$ cat src/rtl/adder_subtractor_reg.sv
// Registered WIDTH-bit two's-complement adder/subtractor.
// A single carry chain is shared by add and subtract: b is conditionally
// inverted and sub is injected as the carry-in. The chain is built from
// 4-bit carry-lookahead groups whose group carries ripple group-to-group.
// The result and its flags (carry-out/no-borrow, signed overflow, zero) are
// registered one cycle after the valid strobe.

// 4-bit carry-lookahead group: internal carries plus group propagate/generate.
module adder_subtractor_reg_cla4 (
    input  logic [3:0] p_i,
    input  logic [3:0] g_i,
    input  logic       ci_i,
    output logic [3:1] c_o,
    output logic       gp_o,
    output logic       gg_o
);

    // Flattened lookahead equations for the carries into bits 1..3 and the
    // group propagate/generate terms used by the inter-group chain.
    always_comb begin
        c_o[1] = g_i[0]
               | (p_i[0] & ci_i);
        c_o[2] = g_i[1]
               | (p_i[1] & g_i[0])
               | (p_i[1] & p_i[0] & ci_i);
        c_o[3] = g_i[2]
               | (p_i[2] & g_i[1])
               | (p_i[2] & p_i[1] & g_i[0])
               | (p_i[2] & p_i[1] & p_i[0] & ci_i);
        gp_o   = &p_i;
        gg_o   = g_i[3]
               | (p_i[3] & g_i[2])
               | (p_i[3] & p_i[2] & g_i[1])
               | (p_i[3] & p_i[2] & p_i[1] & g_i[0]);
    end

endmodule

module adder_subtractor_reg #(
    parameter int unsigned WIDTH = 64
) (
    input  logic             clk,
    input  logic             rst_n,
    input  logic             in_valid,
    input  logic [WIDTH-1:0] a,
    input  logic [WIDTH-1:0] b,
    input  logic             sub,
    output logic             out_valid,
    output logic [WIDTH-1:0] s,
    output logic             cout,
    output logic             overflow,
    output logic             zero
);

    // The chain is padded up to a whole number of 4-bit groups; padded bits
    // have p=g=0, so they never disturb the carry into bit WIDTH.
    localparam int unsigned NGRP = (WIDTH + 3) / 4;
    localparam int unsigned PW   = NGRP * 4;

    logic [WIDTH-1:0]  bx;
    logic [PW-1:0]     p;
    logic [PW-1:0]     g;
    logic [NGRP-1:0]   grp_p;
    logic [NGRP-1:0]   grp_g;
    logic [NGRP:0]     grp_c;
    logic [3*NGRP-1:0] inner_c;
    logic [PW:0]       carry;

    logic [WIDTH-1:0]  s_d;
    logic              cout_d;
    logic              ovf_d;
    logic              zero_d;

    logic [WIDTH-1:0]  s_q;
    logic              cout_q;
    logic              ovf_q;
    logic              zero_q;
    logic              valid_q;

    // Conditionally invert b for subtraction (ones' complement; +1 via carry-in).
    always_comb begin
        bx = b ^ {WIDTH{sub}};
    end

    // Per-bit propagate/generate, zero-padded to the group boundary.
    always_comb begin
        p = '0;
        g = '0;
        p[WIDTH-1:0] = a ^ bx;
        g[WIDTH-1:0] = a & bx;
    end

    for (genvar k = 0; k < NGRP; k++) begin : g_grp
        adder_subtractor_reg_cla4 u_cla4 (
            .p_i  (p[4*k +: 4]),
            .g_i  (g[4*k +: 4]),
            .ci_i (grp_c[k]),
            .c_o  (inner_c[3*k +: 3]),
            .gp_o (grp_p[k]),
            .gg_o (grp_g[k])
        );
    end

    // Group carries ripple from the sub carry-in through each group's P/G.
    always_comb begin
        grp_c    = '0;
        grp_c[0] = sub;
        for (int unsigned k = 0; k < NGRP; k++) begin
            grp_c[k+1] = grp_g[k] | (grp_p[k] & grp_c[k]);
        end
    end

    // Assemble the per-bit carry-in vector from group and in-group carries.
    always_comb begin
        carry = '0;
        for (int unsigned k = 0; k < NGRP; k++) begin
            carry[4*k]     = grp_c[k];
            carry[4*k + 1] = inner_c[3*k];
            carry[4*k + 2] = inner_c[3*k + 1];
            carry[4*k + 3] = inner_c[3*k + 2];
        end
        carry[PW] = grp_c[NGRP];
    end

    // Sum bits and flags derived from the shared carry chain.
    always_comb begin
        s_d    = p[WIDTH-1:0] ^ carry[WIDTH-1:0];
        cout_d = carry[WIDTH];
        ovf_d  = (a[WIDTH-1] == bx[WIDTH-1]) && (s_d[WIDTH-1] != a[WIDTH-1]);
        zero_d = ~|s_d;
    end

    // Result registers load only on a valid strobe, so idle-cycle inputs
    // (including X) never reach them; out_valid tracks the strobe.
    always_ff @(posedge clk or negedge rst_n) begin
        if (!rst_n) begin
            s_q     <= '0;
            cout_q  <= 1'b0;
            ovf_q   <= 1'b0;
            zero_q  <= 1'b0;
            valid_q <= 1'b0;
        end else begin
            valid_q <= in_valid;
            if (in_valid) begin
                s_q    <= s_d;
                cout_q <= cout_d;
                ovf_q  <= ovf_d;
                zero_q <= zero_d;
            end
        end
    end

    assign out_valid = valid_q;
    assign s         = s_q;
    assign cout      = cout_q;
    assign overflow  = ovf_q;
    assign zero      = zero_q;

endmodule

$ cat config.mk
export PLATFORM = sky130hd
export DESIGN_NAME = adder_subtractor_reg
export DESIGN_NICKNAME = d
export VERILOG_FILES = /design/src/rtl/adder_subtractor_reg.sv
export SDC_FILE = /design/constraint.sdc
export NUM_CORES = 1
export LEC_CHECK = 0
export ABC_AREA = 1
export CAP_MARGIN = 20
export CORE_AREA = 2 2 114 116
export DETAILED_ROUTE_END_ITERATION = 7
export DIE_AREA = 0 0 116 118
export PLACE_DENSITY_LB_ADDON = 0.05
export SETUP_SLACK_MARGIN = 0.15
export SKIP_CTS_REPAIR_TIMING = 1
export SLEW_MARGIN = 15
export SYNTH_ARGS = -nofsm -noshare
export SYNTH_HDL_FRONTEND = slang
export SYNTH_HIERARCHICAL = 1
export SYNTH_SLANG_ARGS = --single-unit
$ cat constraint.sdc
create_clock -name clk -period 0.9 [get_ports clk]
set_input_delay 0.135 -clock clk [delete_from_list [all_inputs] [get_ports clk]]
set_output_delay 0.135 -clock clk [all_outputs]
set_load 0.01 [all_outputs]
==> flow_summary.ini <==
[floorplanning]
start_util = 0.511
dieArea_um2 = 13700
fp.dieH_um = 118
fp-row-count = 41
die_x_um = 116
core-area_um2 = 12400
io_pins = 200

[setup_path]
worstSetupPathType = in2reg
reg2regPathDepth = 3
rr_endpoint = overflow
critPathSlowestCell = ha_1
arrival_ns = 4.99
required_ns = 1.17
cp_max_fo = 12
rrSetupSlack_ns = 0.12
cp_slowest_stage_delay_ns = 0.31
start_kind = input port
cp_common_cell = nand2_4
timing.rr.start = overflow
endpoint_kind = register

[drt]
drt_first_iter_violations = 419
post_drt_via_cell_ratio = 5.10
drtPass1Iterations = 5
drc = 0
drtAntennaViolNets = 0
num_vias = 7268
wl_um = 22300
wl_per_cell_um = 15.6

[pwr]
internal-power_mw = 11.1
ir_drop_v = 0.00105
leakagePower_nw = 5.86
power.density_nw_per_um2 = 1700
pwr-share-comb = 0.581
swShare = 0.397
finalPower_mw = 18.5
switching_power_mw = 7.33
seq_power_share = 0.237
pwr-share-clk = 0.181

[clocking]
cts_tree = built
clock_latency_ns = 0.33
clk_pin_slew_ns = 0.06
cts.htree.levels = 3
cts_buffers = 9
cts.sinks = 68
cts_root_buffer = clkbuf_16
cts_buffer_depth = 2

[status]
status = finished, violations left
violations = setup timing

[synthesis]
synth_warnings = 6
yosys.area.top_type = dfrtp_1
synth_area_per_cell_um2 = 7.23
synthDistinctLibCells = 20
seq_area_frac_synth = 0.268
synth_ff_type = dfrtp_1
ys_seq_elements = 68
synth-edff-count = 0
synth_nets = 1073
synth_top_area_share = 0.268
synthTopCellsByArea = dfrtp_1 (27%), nand2_1 (17%), xor2_1 (14%), ha_1 (13%), inv_1 (5.7%)
synthArstFlopShare = 1.00
netlist_area_um2 = 6340
postSynthCellCount = 877

[placed_design]
dp_slack_ns = -4.28
place_congestion = 0.905
dpl-instance-area_um2 = 9810
placed_cells = 1395
place_hpwl_um = 14500
io_buffers = 199

[finish]
final_cell_count_no_fill = 1426
final_cell_area_um2 = 10900
final_cell_mix = nand2_1 (245), buf_4 (168), clkdlybuf4s50_1 (146)
layout_commonest_cell = nand2_1
syn2layout_area_growth_pct = 71.4
fillCellCount = 676
drive_above_1_share = 0.334
nets = 1445
utilization = 0.876
diodes = 0

[timing]
hold_viol_final = 0
layout_min_cycle_time_ns = 4.72
worst_slack_ns = -3.82
timing.final.crit_share = 5.24
fmax_ghz = 0.212
rsz0062_at_grt = true
whs_ns = 0.223
max-slew-margin-rel = 0.657
setup_viol = 135
fin_skew_ns = 0
tightest_slew_ns = 0.515
drv_slew = 0
tns_ns = -118.97

[run]
drv_cap = 0

[global_routing]
grt_pass1_vias = 6566
grt_max_degree = 43
antenna_found_initial = 0
grt_overflow = 0
grt_first_pass_wirelength_um = 29000
grt_use_total = 0.261

[worst_hold_path]
hold_path.class = in2async
## worst max path at each step
stage,startpoint,to,slack [ns],cells after the start
after global placement,b[3],zero,-4.11,57
after CTS,b[1],zero,-3.99,57
after detailed placement,b[1],zero,-4.28,57
final,sub,zero,-3.82,52
after floorplan,sub,zero,-3.80,59
after global routing,sub,zero,-4.17,52
## kinds of logic (layout without fill, tap and decap cells)
logic type / after synthesis / in the layout / synth area share
compound gates: 68 / 68 / 0.0546
xor+xnor: 124 / 124 / 0.171
fa+ha+maj: 64 / 64 / 0.126
buf+inv: 118 / 495 / 0.0702
flops: 68 / 68 / 0.268
simple gates: 435 / 435 / 0.310
## metal layers
| metal | track usage | vias up | wire length (um) |
|---|---|---|---|
| met3 | 0.0484 | 53 | 1570 |
| met4 | 0.0476 | 0 | 547 |
| met2 | 0.479 | 293 | 11900 |
| met1 | 0.316 | 3457 | 8230 |
| met5 | 0 | - | 0 |
| li1 | - | 3465 | - |
## cell type report
type                            instances  area [um2]  area share
Clock buffer                           10         239      0.0220
Clock inverter                          6        40.0     0.00368
Inverter                               97         364      0.0335
Multi-Input combinational cell        691        4970       0.457
Sequential cell                        68        1700       0.156
Tap cell                              172         215      0.0198
Timing Repair Buffer                  382        3340       0.307
## synth_stat cells (7+ instances only)
master,n
xor2_1,104
clkbuf_1,12
ha_1,64
nand4_1,7
nor2_1,36
nand2_4,18
xnor2_1,20
nand2_2,45
buf_1,7
nand2_1,280
inv_1,97
o21ai_0,31
a21oi_1,33
nand3_1,42
dfrtp_1,68
## power groups by stage
stage	sequential [mW]	clock [mW]	combinational (mW)
after global routing	4.45	3.49	11.5
after global placement	4.37	0	9.17
after floorplan	4.68	0	4.09
after CTS	4.35	3.38	9.42
final	4.38	3.35	10.7
after detailed placement	4.37	0	9.34
## sequential cells by signal, summed over array words and instances, names as in the netlist
name,flops
cout,1
s,64
out_valid,1
overflow,1
zero,1
## critical path, delay by kind of cell
family                     cells  cell delay, ns
xor gates and xnor gates       2            0.26
and+or+nand+nor               47            3.99
adders and majority gates      1            0.31
buffers and inverters          2            0.27
No activity file was read; power rests on OpenSTA's default activity.
